[config.mk]
export PLATFORM = sky130hd
export DESIGN_NAME = pipeline_ctrl
export DESIGN_NICKNAME = d
export VERILOG_FILES = /design/src/rtl/pipeline_ctrl_pkg.sv /design/src/rtl/pipeline_ctrl_hazard_unit.sv /design/src/rtl/pipeline_ctrl.sv
export SDC_FILE = /design/constraint.sdc
export NUM_CORES = 1
export LEC_CHECK = 0
export BUFFER_PORTS_ARGS = -buffer_cell sky130_fd_sc_hd__buf_2
export CAP_MARGIN = 5
export CORE_AREA = 2 2 39 41
export CTS_CLUSTER_DIAMETER = 120
export DETAILED_ROUTE_END_ITERATION = 10
export DIE_AREA = 0 0 41 43
export GPL_TIMING_DRIVEN = 0
export SKIP_CTS_REPAIR_TIMING = 1
export SLEW_MARGIN = 20
export SYNTH_ARGS = -nofsm -noshare
export SYNTH_HDL_FRONTEND = slang
export SYNTH_SLANG_ARGS = --single-unit
export TNS_END_PERCENT = 100
[constraint.sdc]
create_clock -name clk -period 1.5 [get_ports clk]
set_input_delay 0.15 -clock clk [delete_from_list [all_inputs] [get_ports clk]]
set_output_delay 0.15 -clock clk [all_outputs]
set_load 0.02 [all_outputs]
[src/rtl/pipeline_ctrl_pkg.sv]
// Shared definitions for the pipeline stall/flush controller.
// Memory handshake FSM state encoding, the hard-wired zero register
// and the default access-timeout length (used with PIPE_MEM_TIMEOUT_EN).
package pipe_ctrl_pkg;

  // Data-memory handshake FSM states (2-bit).
  typedef enum logic [1:0] {
    ST_IDLE = 2'd0,
    ST_REQ  = 2'd1,
    ST_DONE = 2'd2
  } state_e;

  // Register 0 is hard-wired to zero and can never carry a hazard.
  localparam int REG_ZERO = 0;

  // Default number of REQ cycles tolerated before an access is abandoned.
  localparam int TIMEOUT_DEFAULT = 16;

endpackage

[src/rtl/pipeline_ctrl_hazard_unit.sv]
// Load-use hazard detector.
// Flags when the instruction in EX is a load whose destination is read by
// the instruction in ID. Purely combinational; register 0 never hazards.
module hazard_unit
  import pipe_ctrl_pkg::*;
#(
  parameter int REG_W = 5
) (
  input  logic [REG_W-1:0] IfId_Rs,
  input  logic [REG_W-1:0] IfId_Rt,
  input  logic             IfId_UsesRt,
  input  logic             IdEx_MemRD,
  input  logic [REG_W-1:0] IdEx_WriteAddr,
  output logic             LoadUse
);

  logic dest_nonzero;
  logic rs_match;
  logic rt_match;

  // Compare the pending load destination against both ID source operands.
  always_comb begin
    dest_nonzero = (IdEx_WriteAddr != REG_W'(REG_ZERO));
    rs_match     = (IdEx_WriteAddr == IfId_Rs);
    rt_match     = IfId_UsesRt && (IdEx_WriteAddr == IfId_Rt);
    LoadUse      = IdEx_MemRD && dest_nonzero && (rs_match || rt_match);
  end

endmodule

[src/rtl/pipeline_ctrl.sv]
// Central stall/flush controller for the 5-stage pipeline.
// Combines load-use stalls, taken-branch squash and a req/ack handshake
// that freezes the pipe while data memory serves the EX_MEM access.
// Optional feature macro: PIPE_MEM_TIMEOUT_EN adds a REQ-cycle counter that
// abandons an unacknowledged access after TIMEOUT_CYCLES and pulses MemError.
// dbg_state exposes the handshake FSM state.
//
// Handshake: DMemReq is a registered level, high exactly while the FSM is in
// REQ. The memory may raise DMemAck in any REQ cycle, including the first;
// the access completes on the clock edge where DMemReq && DMemAck are both
// high. DMemAck outside REQ has no effect.
module pipeline_ctrl
  import pipe_ctrl_pkg::*;
#(
  parameter int REG_W = 5
`ifdef PIPE_MEM_TIMEOUT_EN
  , parameter int TIMEOUT_CYCLES = TIMEOUT_DEFAULT
`endif
) (
  input  logic             clk,
  input  logic             Reset_n,
  input  logic [REG_W-1:0] IfId_Rs,
  input  logic [REG_W-1:0] IfId_Rt,
  input  logic             IfId_UsesRt,
  input  logic             IdEx_MemRD,
  input  logic [REG_W-1:0] IdEx_WriteAddr,
  input  logic             ExMem_MemRD,
  input  logic             ExMem_MemWD,
  input  logic             BranchTaken,
  input  logic             DMemAck,
  output logic             DMemReq,
  output logic             PcEn,
  output logic             IfIdEn,
  output logic             IdExEn,
  output logic             ExMemEn,
  output logic             MemWbEn,
  output logic             IfIdFlush,
  output logic             IdExFlush,
  output logic             MemWbFlush,
  output logic             MemError,
  output logic [1:0]       dbg_state
);

  state_e state_q, state_d;
  logic   load_use;
  logic   mem_op;
  logic   freeze;
  logic   drop_wb;

  hazard_unit #(.REG_W(REG_W)) u_hazard (
    .IfId_Rs        (IfId_Rs),
    .IfId_Rt        (IfId_Rt),
    .IfId_UsesRt    (IfId_UsesRt),
    .IdEx_MemRD     (IdEx_MemRD),
    .IdEx_WriteAddr (IdEx_WriteAddr),
    .LoadUse        (load_use)
  );

  assign mem_op = ExMem_MemRD || ExMem_MemWD;

`ifdef PIPE_MEM_TIMEOUT_EN
  localparam int CNT_W = $clog2(TIMEOUT_CYCLES + 1);

  logic [CNT_W-1:0] cnt_q, cnt_d;
  logic             err_q, err_d;
  logic             timed_out;

  assign timed_out = (cnt_q == CNT_W'(TIMEOUT_CYCLES - 1));

  // Next-state logic: handshake sequencing with REQ-cycle timeout.
  always_comb begin
    state_d = state_q;
    cnt_d   = cnt_q;
    err_d   = 1'b0;
    case (state_q)
      ST_IDLE: begin
        if (mem_op) begin
          state_d = ST_REQ;
          cnt_d   = '0;
        end
      end
      ST_REQ: begin
        if (DMemAck) begin
          state_d = ST_DONE;
        end else if (timed_out) begin
          state_d = ST_DONE;
          err_d   = 1'b1;
        end else begin
          cnt_d = cnt_q + CNT_W'(1);
        end
      end
      ST_DONE: state_d = ST_IDLE;
      default: state_d = ST_IDLE;
    endcase
  end

  // State, REQ-cycle counter and error flag registers.
  always_ff @(posedge clk or negedge Reset_n) begin
    if (!Reset_n) begin
      state_q <= ST_IDLE;
      cnt_q   <= '0;
      err_q   <= 1'b0;
    end else begin
      state_q <= state_d;
      cnt_q   <= cnt_d;
      err_q   <= err_d;
    end
  end

  // A timed-out access is dropped: bubble into WB during its DONE cycle.
  assign drop_wb  = err_q;
  assign MemError = err_q;
`else
  // Next-state logic: handshake sequencing, REQ waits for ack indefinitely.
  always_comb begin
    state_d = state_q;
    case (state_q)
      ST_IDLE: if (mem_op)  state_d = ST_REQ;
      ST_REQ:  if (DMemAck) state_d = ST_DONE;
      ST_DONE: state_d = ST_IDLE;
      default: state_d = ST_IDLE;
    endcase
  end

  // State register.
  always_ff @(posedge clk or negedge Reset_n) begin
    if (!Reset_n) state_q <= ST_IDLE;
    else          state_q <= state_d;
  end

  assign drop_wb  = 1'b0;
  assign MemError = 1'b0;
`endif

  // Request follows the registered state, so an async reset drops it at once.
  assign DMemReq   = (state_q == ST_REQ);
  assign dbg_state = state_q;

  // The pipe is frozen while detecting a memory op in IDLE and throughout REQ.
  assign freeze = (state_q == ST_REQ) || ((state_q == ST_IDLE) && mem_op);

  // Output decode: reset > freeze > branch > load-use > normal.
  always_comb begin
    PcEn       = 1'b1;
    IfIdEn     = 1'b1;
    IdExEn     = 1'b1;
    ExMemEn    = 1'b1;
    MemWbEn    = 1'b1;
    IfIdFlush  = 1'b0;
    IdExFlush  = 1'b0;
    MemWbFlush = drop_wb;
    if (!Reset_n) begin
      PcEn       = 1'b0;
      IfIdEn     = 1'b0;
      IdExEn     = 1'b0;
      ExMemEn    = 1'b0;
      MemWbEn    = 1'b0;
      IfIdFlush  = 1'b1;
      IdExFlush  = 1'b1;
      MemWbFlush = 1'b1;
    end else if (freeze) begin
      PcEn       = 1'b0;
      IfIdEn     = 1'b0;
      IdExEn     = 1'b0;
      ExMemEn    = 1'b0;
      MemWbEn    = 1'b0;
      MemWbFlush = 1'b1;
    end else if (BranchTaken) begin
      // Squash wins over load-use: the stalled instruction is discarded anyway.
      IfIdFlush = 1'b1;
      IdExFlush = 1'b1;
    end else if (load_use) begin
      PcEn      = 1'b0;
      IfIdEn    = 1'b0;
      IdExFlush = 1'b1;
    end
  end

endmodule

# ---- After elaboration in Yosys (flattened, before gate mapping)
# Index checks and enable logic that the tools add are counted.
# Widths: inputs -> output; s select.
dict set report op_classes {
  eq_ne 5
  muxes 18
  n_reduce_logical 10
}
# cell n
set op_table {}
lappend op_table {{$mux 1} 15}
lappend op_table {{$eq 5x5->1} 2}
lappend op_table {{$reduce_bool 5->1} 1}
lappend op_table {{$logic_and 1x1->1} 4}
lappend op_table {{$mux 2} 2}
lappend op_table {{$ne 2x2->1 const B} 2}
lappend op_table {{$pmux 2 s2} 1}
lappend op_table {{$logic_or 1x1->1} 3}
lappend op_table {{$eq 2x1->1 const B} 1}
lappend op_table {{$logic_not 2->1} 1}
lappend op_table {{$reduce_and 2->1} 1}
dict set report totals {
  register_bits 2
  input_bits 23
  elab_cells 34
}

# ---- Logic depth before layout (Yosys ltp)
dict set report logic_depth {
  ltp_word 8
  ltp_mapped 5
  mapped_depth_nobuf 4
}

# ---- Hierarchy
# From an unflattened synthesis, not the netlist that was laid out.
dict set report unflattened {
  hier_cells 37
  area_unflattened_um2 317.8
}
# mod n_inst cells_each area_per_inst_um2 seq_area_each_um2
set by_module_without_submodules {}
lappend by_module_without_submodules {pipeline_ctrl 1 20 185.2 50.0}
lappend by_module_without_submodules {hazard_unit 1 17 132.6 0.0}

# ---- Least setup slack after synthesis
# OpenSTA, ideal clock, no wires.
dict set report synth_timing {
  kind {flip-flop to output port}
  from {register state_q[0], in the netlist dbg_state[0]}
  to {output IdExEn}
  arrival_time_ns 1.387
  setup_slack_ns -0.037
  stages_incl_launch_ff 6
  path_cell_list {dfrtp_1 -> nor3_1 -> or2_2 -> nand2_1 -> inv_1 -> buf_4}
}
dict set report synth_between {
  elab_chain_cells 5
  word_cells_on_any_way 6
}
# item line
set synth_rtl {}
lappend synth_rtl {{from (decl)} pipeline_ctrl.sv:44} ;# state_e state_q, state_d;
lappend synth_rtl {{from (signal assigned)} pipeline_ctrl.sv:128} ;# else state_q <= state_d;
lappend synth_rtl {{$logic_not 2->1} pipeline_ctrl.sv:140} ;# assign freeze = (state_q == ST_REQ) || ((state_q == ST_IDLE) && mem_op);
lappend synth_rtl {{$logic_and 1x1->1} pipeline_ctrl.sv:140}
lappend synth_rtl {{$logic_or 1x1->1 (*)} pipeline_ctrl.sv:140}
lappend synth_rtl {{$mux 1 (*) (2 in a row)} --}
lappend synth_rtl {{to (decl)} pipeline_ctrl.sv:34} ;# output logic IdExEn,
# Every way passes the cells marked *; elsewhere a longest branch is shown, timed or not.

# ---- Worst setup path after layout
dict set report layout_timing {
  from {input IdEx_WriteAddr[1]}
  to {output PcEn}
}
dict set report layout_between {
  elab_chain_cells 8
  word_cells_on_any_way 11
}
# item line
set layout_rtl {}
lappend layout_rtl {{from (decl)} pipeline_ctrl.sv:26} ;# input logic [REG_W-1:0] IdEx_WriteAddr,
lappend layout_rtl {{$eq 5x5->1} pipeline_ctrl_hazard_unit.sv:25} ;# rt_match = IfId_UsesRt && (IdEx_WriteAddr == IfId_Rt);
lappend layout_rtl {{$logic_and 1x1->1} pipeline_ctrl_hazard_unit.sv:25}
lappend layout_rtl {{$logic_or 1x1->1} pipeline_ctrl_hazard_unit.sv:26} ;# LoadUse = IdEx_MemRD && dest_nonzero && (rs_match || rt_match);
lappend layout_rtl {{$logic_and 1x1->1 (*)} pipeline_ctrl_hazard_unit.sv:26}
lappend layout_rtl {{$mux 1 (*)} pipeline_ctrl.sv:172} ;# end else if (load_use) begin
lappend layout_rtl {{$mux 1 (*)} pipeline_ctrl.sv:168} ;# end else if (BranchTaken) begin
lappend layout_rtl {{$mux 1 (*)} pipeline_ctrl.sv:161} ;# end else if (freeze) begin
lappend layout_rtl {{$mux 1 (*)} pipeline_ctrl.sv:152} ;# if (!Reset_n) begin
lappend layout_rtl {{to (decl)} pipeline_ctrl.sv:32} ;# output logic PcEn,
# Marked as above.

==> flow_summary.json <==
{
  "routed.top_layer": "met3",
  "fin_area_sq_um": 593,
  "wl_um": 914,
  "fin_worst_skew_ps": 7.37,
  "clkSlewWorstSetupHoldPaths_ps": 40,
  "htree_num_levels": 1,
  "dr_wl_met3_um": 152,
  "drt_iter0_markers": 0,
  "diodes": 0,
  "critPathArrivalTime_ps": 1490,
  "hold_violations": 0,
  "drt_first_pass_iters": 1,
  "synth-edff-count": 0,
  "dr_total_vias": 397,
  "final_max_slew_viol_count": 0,
  "drive_gt1_share_pct": 68.9,
  "synth_top_area_cell": "xor2_1",
  "setup_violations": 3,
  "synthCells": 35,
  "dp_cells": 84,
  "hp-class": "in2reg",
  "hpwlAfterDp_um": 681,
  "die_w_um": 41,
  "grt_pass1_wl_mm": 1.08,
  "largest_reg_flops": 2,
  "r2r_cells": 3,
  "final_nets": 98,
  "p_leak_nw": 0.305,
  "place_congestion": 0.553,
  "ys_seq_area_share_pct": 17.9,
  "cts_tree": "done",
  "p_sw_w": 0.000208,
  "ir_drop_uv": 308,
  "pwr-share-seq_pct": 16.6,
  "rsz0062_at_grt": "yes",
  "synth-seq-cells": 2,
  "met1_length_um": 280,
  "total_power_w": 0.000513,
  "design.core.area_sq_um": 1380,
  "io_buffers": 33,
  "p_sw_share_pct": 40.6,
  "synth_top_area_share_pct": 28.1,
  "synth-async-reset-ratio_pct": 100,
  "outcome": "complete, but fails checks",
  "powerDensity_nw_per_um2": 865,
  "yosysWarnings": 0,
  "clock_latency_ps": 230,
  "wire_per_inst_um": 10.2,
  "min_delay_path_depth": 2,
  "wl_met2_um": 481,
  "synth_cell_types": 19,
  "grt_antenna_before_repair": 0,
  "vias_per_cell": 4.41,
  "grt_max_degree": 7,
  "dieArea_sq_um": 1760,
  "synth.avg_cell_area_sq_um": 8.01,
  "worst_ep_required_time_ps": 1350,
  "layout_setup_ws_ps": -143,
  "critPathMaxFanout": 3,
  "cts_sinks": 2,
  "start_kind": "input pin",
  "groute.usage.overall_pct": 9.32,
  "synthTopCellsByCount": "9 x xor2_1, 4 x buf_4, 3 x nand2_1",
  "grt-ovfl-total": 0,
  "io_pins": 35,
  "first_global_vias": 297,
  "ant_nets": 0,
  "fmax_ghz": 0.609,
  "syn-cell-area_sq_um": 280,
  "critPathKind": "in2out",
  "internal_power_w": 0.000305,
  "syn_nets": 58,
  "cap_violations": 0,
  "initial_core_util_pct": 20.3,
  "fin_crit_ps": 1640,
  "worstSetupEndpointType": "primary output",
  "failed_checks": "negative setup slack",
  "comb_power_share_pct": 57.3,
  "cts_root_buf": "clkbuf_4",
  "final_cells": 90,
  "ys.flop_type": "dfrtp_1",
  "clock_path_buffers": 2,
  "dpl_cell_area_sq_um": 467,
  "drc_errors": 0,
  "dp_slack_ps": -147,
  "yosysMostFrequentCell": "xor2_1",
  "area_growth_pct": 112,
  "finalCritPeriodShare_pct": 110,
  "synth.area.top_cells": "xor2_1 28%, dfrtp_1 18%, buf_4 11%",
  "die_h_um": 43,
  "cts_buffers": 3,
  "row_count": 14,
  "power_frac_clock_pct": 26.1
}
## critical path, cell delays in order
cell     delay (ps)
buf_2           130
xor2_2          150
nor4_2          280
a32oi_2         150
o311a_1         380
buf_4           140
buf_6           120
## cells in the final DEF (no fill, tap or decap), types with 2 or more instances in the layout
master    count
xor2_1        7
clkbuf_4      3
buf_4         7
nor2_1        2
xor2_2        2
buf_2        26
nand2_1       2
buf_6         5
## power by group through the flow
| stage | Sequential, W | Combinational, W | Clock (W) |
|---|---|---|---|
| floorplan | 0.0000970 | 0.000138 | 0 |
| global placement | 0.0000799 | 0.000247 | 0 |
| detailed placement | 0.0000805 | 0.000250 | 0 |
| CTS | 0.0000800 | 0.000251 | 0.000143 |
| global route | 0.0000867 | 0.000322 | 0.000148 |
| finish | 0.0000851 | 0.000294 | 0.000134 |
## layer usage
metal	vias to the layer above	global-route usage [%]
li1	192	-
met1	177	9.27
met2	28	14.1
met3	0	5.24
met4	0	6.00
met5	-	0
## layout make-up
type	instances	area, sq um
Fill cell	146	791
Multi-Input combinational cell	28	243
Timing Repair Buffer	35	219
Sequential cell	2	51.3
Buffer	4	30.0
Clock buffer	4	26.3
Tap cell	16	20.0
Inverter	1	3.75
## logic make-up after synthesis
family                 count (synthesis)  share of synthesized area (%)
other                                  1                           1.34
AO/OA/AOI/OAI                          5                           13.4
XOR/XNOR                              10                           31.3
AND/OR/NAND/NOR                       12                           24.1
buffers and inverters                  5                           12.1
flip-flops                             2                           17.9
## stage by stage
step	setup TNS (ps)	utilization (%)	hold slack, ps
6_report	-255	42.9	97.5
5_1_grt	-552	42.9	108
4_1_cts	-385	35.6	-281
3_5_place_dp	-190	33.7	-32.0
3_3_place_gp	-232	33.7	-36.4
2_1_floorplan	0	-	-146
## path summary, 6_finish.rpt
path,slack [ps],endpoint,startpoint
worst min-delay path,100,dbg_state[0]$_DFFE_PN0P_,DMemAck
worst max-delay path,-140,PcEn,IdEx_WriteAddr[1]
worst max register to register,600,dbg_state[0]$_DFFE_PN0P_,dbg_state[0]$_DFFE_PN0P_
worst min register to register,510,dbg_state[0]$_DFFE_PN0P_,dbg_state[0]$_DFFE_PN0P_
max in group asynchronous,1080,dbg_state[0]$_DFFE_PN0P_,Reset_n
min in group asynchronous,270,dbg_state[0]$_DFFE_PN0P_,Reset_n
Note: power is estimated with default switching activity, not from simulation.
